[src/rtl/adc_capture_pkg.sv]
// Shared mode codes and FSM encodings for the ADC capture and DAC output blocks.
package adc_capture_pkg;

  localparam int unsigned CTRL_W  = 8;
  localparam int unsigned STATE_W = 2;

  typedef enum logic [CTRL_W-1:0] {
    MODE_IDLE    = 8'd0,
    MODE_STREAM  = 8'd1,
    MODE_CAPTURE = 8'd2
  } mode_e;

  typedef enum logic [STATE_W-1:0] {
    ST_IDLE    = 2'd0,
    ST_STREAM  = 2'd1,
    ST_CAPTURE = 2'd2,
    ST_DONE    = 2'd3
  } state_e;

  // A decimation factor of zero behaves like one.
  function automatic logic [CTRL_W-1:0] decim_eff(input logic [CTRL_W-1:0] d);
    return (d == '0) ? CTRL_W'(1) : d;
  endfunction

endpackage

[src/rtl/adc_bitrev_reg.sv]
// ADC pin input register; reverses bit order so the pin LSB lands in the sample MSB.
module adc_bitrev_reg #(
  parameter int unsigned DATA_W = 14
) (
  input  logic              clk,
  input  logic              resetn,
  input  logic [DATA_W-1:0] pins_i,
  input  logic              otr_i,
  output logic [DATA_W-1:0] data_o,
  output logic              otr_o
);

  logic [DATA_W-1:0] rev_c;
  logic [DATA_W-1:0] data_q;
  logic              otr_q;

  always_comb begin
    rev_c = '0;
    for (int i = 0; i < int'(DATA_W); i++) begin
      rev_c[i] = pins_i[DATA_W-1-i];
    end
  end

  always_ff @(posedge clk) begin
    if (!resetn) begin
      data_q <= '0;
      otr_q  <= 1'b0;
    end else begin
      data_q <= rev_c;
      otr_q  <= otr_i;
    end
  end

  assign data_o = data_q;
  assign otr_o  = otr_q;

endmodule

[src/rtl/adc_capture.sv]
// ADC capture: registered pin input, decimation, stream/block capture FSM and a
// single-entry valid/ready output register with sticky overflow/overrange flags.
module adc_capture
  import adc_capture_pkg::*;
#(
  parameter int unsigned DATA_W = 14,
  parameter int unsigned LEN_W  = 16
) (
  input  logic              clk,
  input  logic              resetn,
  input  logic [7:0]        control,
  input  logic [DATA_W-1:0] adc_out,
  input  logic              adc_otr,
  output logic              clk_out,
  input  logic [7:0]        decim,
  input  logic [LEN_W-1:0]  block_len,
  output logic [DATA_W-1:0] sample,
  output logic              sample_valid,
  input  logic              sample_ready,
  output logic              busy,
  output logic              done,
  output logic              overflow,
  output logic              overrange
);

  localparam int unsigned DCNT_W = 8;

  logic [DATA_W-1:0] din_q;
  logic              otr_q;

  state_e             state_q, state_d;
  logic [DCNT_W-1:0]  dcnt_q, dcnt_d;
  logic [DCNT_W-1:0]  n_q, n_d;
  logic [LEN_W-1:0]   bcnt_q, bcnt_d;
  logic [LEN_W-1:0]   len_q, len_d;
  logic [DATA_W-1:0]  sample_q, sample_d;
  logic               valid_q, valid_d;
  logic               ovf_q, ovf_d;
  logic               ovr_q, ovr_d;
  logic               busy_q, busy_d;
  logic               done_q, done_d;

  logic active_c;
  logic produce_c;
  logic entry_c;

  adc_bitrev_reg #(
    .DATA_W (DATA_W)
  ) u_bitrev (
    .clk    (clk),
    .resetn (resetn),
    .pins_i (adc_out),
    .otr_i  (adc_otr),
    .data_o (din_q),
    .otr_o  (otr_q)
  );

  assign clk_out = clk;

  // Next state, counters and the output handshake stage.
  always_comb begin
    state_d  = state_q;
    dcnt_d   = dcnt_q;
    n_d      = n_q;
    bcnt_d   = bcnt_q;
    len_d    = len_q;
    sample_d = sample_q;
    valid_d  = valid_q;
    ovf_d    = ovf_q;
    ovr_d    = ovr_q;
    entry_c  = 1'b0;

    active_c  = (state_q == ST_STREAM) || (state_q == ST_CAPTURE);
    produce_c = active_c && (dcnt_q == '0);

    unique case (state_q)
      ST_IDLE: begin
        if (control == MODE_STREAM) begin
          state_d = ST_STREAM;
          entry_c = 1'b1;
        end else if (control == MODE_CAPTURE) begin
          state_d = ST_CAPTURE;
          entry_c = 1'b1;
        end
      end
      ST_STREAM: begin
        if (control != MODE_STREAM) state_d = ST_IDLE;
      end
      ST_CAPTURE: begin
        if (control != MODE_CAPTURE) begin
          state_d = ST_IDLE;
        end else if (produce_c && (bcnt_q == len_q - LEN_W'(1))) begin
          state_d = ST_DONE;
        end
      end
      ST_DONE: begin
        if (control != MODE_CAPTURE) state_d = ST_IDLE;
      end
      default: state_d = ST_IDLE;
    endcase

    if (active_c) begin
      dcnt_d = (dcnt_q == n_q - DCNT_W'(1)) ? '0 : dcnt_q + DCNT_W'(1);
      if (produce_c) bcnt_d = bcnt_q + LEN_W'(1);
    end

    // A produced sample either loads (slot free or draining this cycle) or is dropped.
    if (produce_c) begin
      if (!valid_q || sample_ready) begin
        sample_d = din_q;
        valid_d  = 1'b1;
      end else begin
        ovf_d = 1'b1;
      end
      if (otr_q) ovr_d = 1'b1;
    end else if (sample_ready) begin
      valid_d = 1'b0;
    end

    // Run parameters are frozen at entry; sticky flags restart with each run.
    if (entry_c) begin
      dcnt_d = '0;
      bcnt_d = '0;
      n_d    = decim_eff(decim);
      len_d  = (block_len == '0) ? LEN_W'(1) : block_len;
      ovf_d  = 1'b0;
      ovr_d  = 1'b0;
    end

    busy_d = (state_d == ST_STREAM) || (state_d == ST_CAPTURE);
    done_d = (state_d == ST_DONE);
  end

  always_ff @(posedge clk) begin
    if (!resetn) begin
      state_q  <= ST_IDLE;
      dcnt_q   <= '0;
      n_q      <= '0;
      bcnt_q   <= '0;
      len_q    <= '0;
      sample_q <= '0;
      valid_q  <= 1'b0;
      ovf_q    <= 1'b0;
      ovr_q    <= 1'b0;
      busy_q   <= 1'b0;
      done_q   <= 1'b0;
    end else begin
      state_q  <= state_d;
      dcnt_q   <= dcnt_d;
      n_q      <= n_d;
      bcnt_q   <= bcnt_d;
      len_q    <= len_d;
      sample_q <= sample_d;
      valid_q  <= valid_d;
      ovf_q    <= ovf_d;
      ovr_q    <= ovr_d;
      busy_q   <= busy_d;
      done_q   <= done_d;
    end
  end

  assign sample       = sample_q;
  assign sample_valid = valid_q;
  assign busy         = busy_q;
  assign done         = done_q;
  assign overflow     = ovf_q;
  assign overrange    = ovr_q;

endmodule

[config.mk]
export PLATFORM = sky130hd
export DESIGN_NAME = adc_capture
export DESIGN_NICKNAME = d
export VERILOG_FILES = /design/src/rtl/adc_capture_pkg.sv /design/src/rtl/adc_bitrev_reg.sv /design/src/rtl/adc_capture.sv
export SDC_FILE = /design/constraint.sdc
export NUM_CORES = 1
export LEC_CHECK = 0
export ABC_AREA = 0
export CAP_MARGIN = 25
export CORE_ASPECT_RATIO = 1.2
export CORE_MARGIN = 4
export CORE_UTILIZATION = 53
export DETAILED_ROUTE_END_ITERATION = 10
export GPL_ROUTABILITY_DRIVEN = 0
export PLACE_DENSITY = 0.82
export SLEW_MARGIN = 10
export SYNTH_ARGS = -nofsm -noshare
export SYNTH_HDL_FRONTEND = slang
export SYNTH_SLANG_ARGS = --single-unit
[constraint.sdc]
create_clock -name clk -period 2.91 [get_ports clk]
set_input_delay 0.582 -clock clk [delete_from_list [all_inputs] [get_ports clk]]
set_output_delay 0.582 -clock clk [all_outputs]
set_load 0.01 [all_outputs]
==> impl_metrics.tcl <==
set metrics [dict create \
    die_x_um 87.3 \
    drt_first_iter_violations 145 \
    start_kind "flip-flop" \
    grtUsageTotal_pct 21.8 \
    powerDensity_nw_per_um2 442 \
    io_buffers 69 \
    worst_path_max_delay_cell "or4b_4" \
    holdPathStages 2 \
    grt_pass1_vias 3513 \
    core-area_sq_um 7320 \
    routed_wl_um 9300 \
    finalMaxSlewViolations 0 \
    rsz0062_at_grt "no" \
    hold_path_end "sample[6]$_SDFFE_PN0P_" \
    synth_top_family_by_area "simple AND/OR/NAND/NOR gates" \
    rows 34 \
    syn_inst 438 \
    min_from "u_bitrev.data_o[6]$_SDFF_PN0_" \
    cts_tree "done" \
    ys_ff_latch 84 \
    tightest_slew_ps 734 \
    detail_route.wl_per_cell_um 15.0 \
    skew_ps 9.88 \
    min_path_type "flip-flop to flip-flop" \
    p_leak_nw 2.02 \
    synth_compound_area_share_pct 11.9 \
    synthesis.area_sq_um 4000 \
    drive_gt1_share_pct 10.9 \
    slew_headroom_pct 51.0 \
    critPathTopFamily "simple AND/OR/NAND/NOR gates" \
    vias_per_cell 5.63 \
    synth_xor_area_share_pct 10.5 \
    ys_warn_count 0 \
    post-route-cell-area_sq_um 5130 \
    async_reset_ff_share_pct 0 \
    end_kind "flip-flop" \
    timing.final.crit_period_ps 2790 \
    seq_area_sq_um 1680 \
    muxShareOfSynthArea_pct 4.00 \
    synth_area_per_cell_sq_um 9.13 \
    max_freq_mhz 359 \
    synth_edf_count 0 \
    clkLatencyLatePin_ps 460 \
    antenna_found_initial 0 \
    ctsHoldBuffers 0 \
    maxCapViolCount 0 \
    status "finished clean" \
    yosys.area_share.adder_pct 3.13 \
    path_max_fanout 5 \
    yosys.cell_types.count 57 \
    ir_worst_vdd_v 0.000303 \
    start_util_pct 54.7 \
    drc 0 \
    path_buf_inv 1 \
    yosys.area_share.simple_pct 25.1 \
    reg2reg_slack_ps 120 \
    grt_max_degree 25 \
    dp.cells 602 \
    finalHoldViolCount 0 \
    fin_cells 622 \
    ys_seq_area_share_pct 42.0 \
    placed_area_sq_um 4880 \
    timing.rr.end "busy$_SDFF_PN0_" \
    dr.pass1.iters 7 \
    path_clk_slew_ps 90 \
    fin_util_pct 70.1 \
    crit_required_ps 3270 \
    ant_nets 0 \
    grt_pass1_wl_um 15500 \
    regToRegStartpoint "len_q[0]$_SDFFE_PN0P_" \
    nets 587 \
    multi_input_area_sq_um 2190 \
    crit_arrival_ps 3150 \
    worstSetupPathType "flip-flop to flip-flop" \
    fin_crit_sh_pct 95.7 \
    gr-total-overflow 0 \
    diodes 0 \
    crit_chain "inv_1 -> ha_1 -> or4b_4 -> or4b_4 -> o31ai_2 -> nand4_2 -> o21ai_2 -> ha_1 -> and2_1" \
    syn_nets 498 \
    num_io_pins 70 \
    r2r.worst_path.cells 9 \
    synthFlopType "dfxtp_1" \
    max_stage_delay_ps 550 \
    n_fill_cell 559 \
    dieArea_sq_um 9010 \
    setup_viol 0 \
    via_count 3500 \
    dp_hpwl_um 7120 \
    power.total_mw 2.27 \
    syn_to_final_growth_pct 28.2 \
    fp.dieH_um 103 \
]
[placed cells by master (no fill, tap or decap), types with 4 or more instances in the layout]
cell type        count
and2_1              19
ha_1                10
a22o_1              12
nor2b_1              4
nand4_1             13
buf_4               23
and3_1               4
nand3_1             10
clkdlybuf4s50_1     69
xor2_1              25
nand2b_1             5
nor4_1              11
inv_1               13
nor3_1              10
nand2_1             38
clkbuf_8            13
xnor2_1             23
o21ai_0              8
dfxtp_1             84
a21oi_1             21
nor2_1              48
mux2i_1             16
[worst register-to-register path, stage by stage, from the launching register on]
cell,delay [ps]
dfxtp_1,320
inv_1,50
ha_1,190
or4b_4,530
or4b_4,550
o31ai_2,290
nand4_2,170
o21ai_2,200
ha_1,240
and2_1,150
[sequential cells by signal, summed over array words and instances, names as in the netlist]
signal,count
done,1
u_bitrev.otr_o,1
overrange,1
overflow,1
n_q,8
sample_valid,1
busy,1
len_q,16
bcnt_q,16
dcnt_q,8
sample,14
u_bitrev.data_o,14
state_q,2
[worst max-delay path by stage]
stage / from / end / slack [ps] / depth (start not counted)
3_5_place_dp: control[5] / busy$_SDFF_PN0_ / -290 / 10
5_1_grt: dcnt_q[0]$_SDFFE_PP0P_ / sample[11]$_SDFFE_PN0P_ / 20 / 8
6_report: len_q[0]$_SDFFE_PN0P_ / busy$_SDFF_PN0_ / 120 / 9
2_1_floorplan: control[5] / busy$_SDFF_PN0_ / 280 / 8
4_1_cts: len_q[0]$_SDFFE_PN0P_ / busy$_SDFF_PN0_ / 90 / 9
3_3_place_gp: control[5] / busy$_SDFF_PN0_ / -150 / 10
[metrics by stage]
step                TNS [ps]  hold slack (ps)  setup WS, ps
floorplan                  0              433           278
global placement        -149              442          -149
detailed placement      -424              451          -287
CTS                        0              470          85.9
global route               0              495          22.9
finish                     0              462           124
[logic make-up (layout without fill, tap and decap cells)]
| family | Yosys count | after routing |
|---|---|---|
| xor gates and xnor gates | 48 | 48 |
| AOI/OAI and AO/OA | 69 | 69 |
| buffers and inverters | 30 | 124 |
| DFF | 84 | 84 |
| muxes | 16 | 16 |
| adders and majority gates | 10 | 10 |
| and+or+nand+nor | 181 | 181 |
[cell type report]
type / instances / share of cell area [%]
clock inverter: 6 / 1.05
timing repair buffer: 91 / 16.6
clock buffer: 14 / 3.69
inverter: 13 / 0.952
sequential: 84 / 32.8
tap: 90 / 2.20
multi-input combinational: 324 / 42.7
[per-layer routing]
layer | wire (um) | vias up | GRT usage, %
met1 | 3650 | 1650 | 23.9
li1 | - | 1714 | -
met2 | 4900 | 111 | 39.5
met5 | 0 | - | 0
met3 | 492 | 25 | 4.56
met4 | 263 | 0 | 11.0
[where the power goes]
part,switching [mW],total (mW),internal [mW]
Sequential,0.00696,1.17,1.16
Combinational,0.0642,0.159,0.0947
Clock,0.475,0.936,0.461
Total,0.547,2.27,1.72
[synth_stat cells, types with 2 or more instances]
cell type  number  share of area [%]
or3_1           3               0.47
nand4_4         2                1.1
nand2_1        38                3.6
a21oi_1        21                2.6
nand3_1        10                1.3
o22ai_1         2               0.31
a211oi_1        2               0.38
xnor2_1        23                5.0
clkbuf_1       10               0.94
or4_1           2               0.38
and2_1         19                3.0
a31oi_1         2               0.31
nand2b_1        5               0.78
buf_6           2               0.56
and3_1          4               0.63
nor3_1         10                1.3
buf_2           3               0.38
xor2_1         25                5.5
or4b_4          3                1.0
o21ai_0         8                1.0
nor2b_1         4               0.63
nor2_1         48                4.5
nand4_1        13                2.0
o21a_1          2               0.38
o31ai_1         3               0.56
dfxtp_1        84                 42
ha_1           10                3.1
o21ai_1         3               0.38
mux2i_1        16                4.0
nor4_1         11                1.7
a22o_1         12                2.6
inv_1          13                1.2
[timing repair]
action                     in CTS  in global routing
setup endpoints to repair       0                  1
resized for setup               0                  1
buffers inserted                0                  1
(Power assumes the default switching activity.)
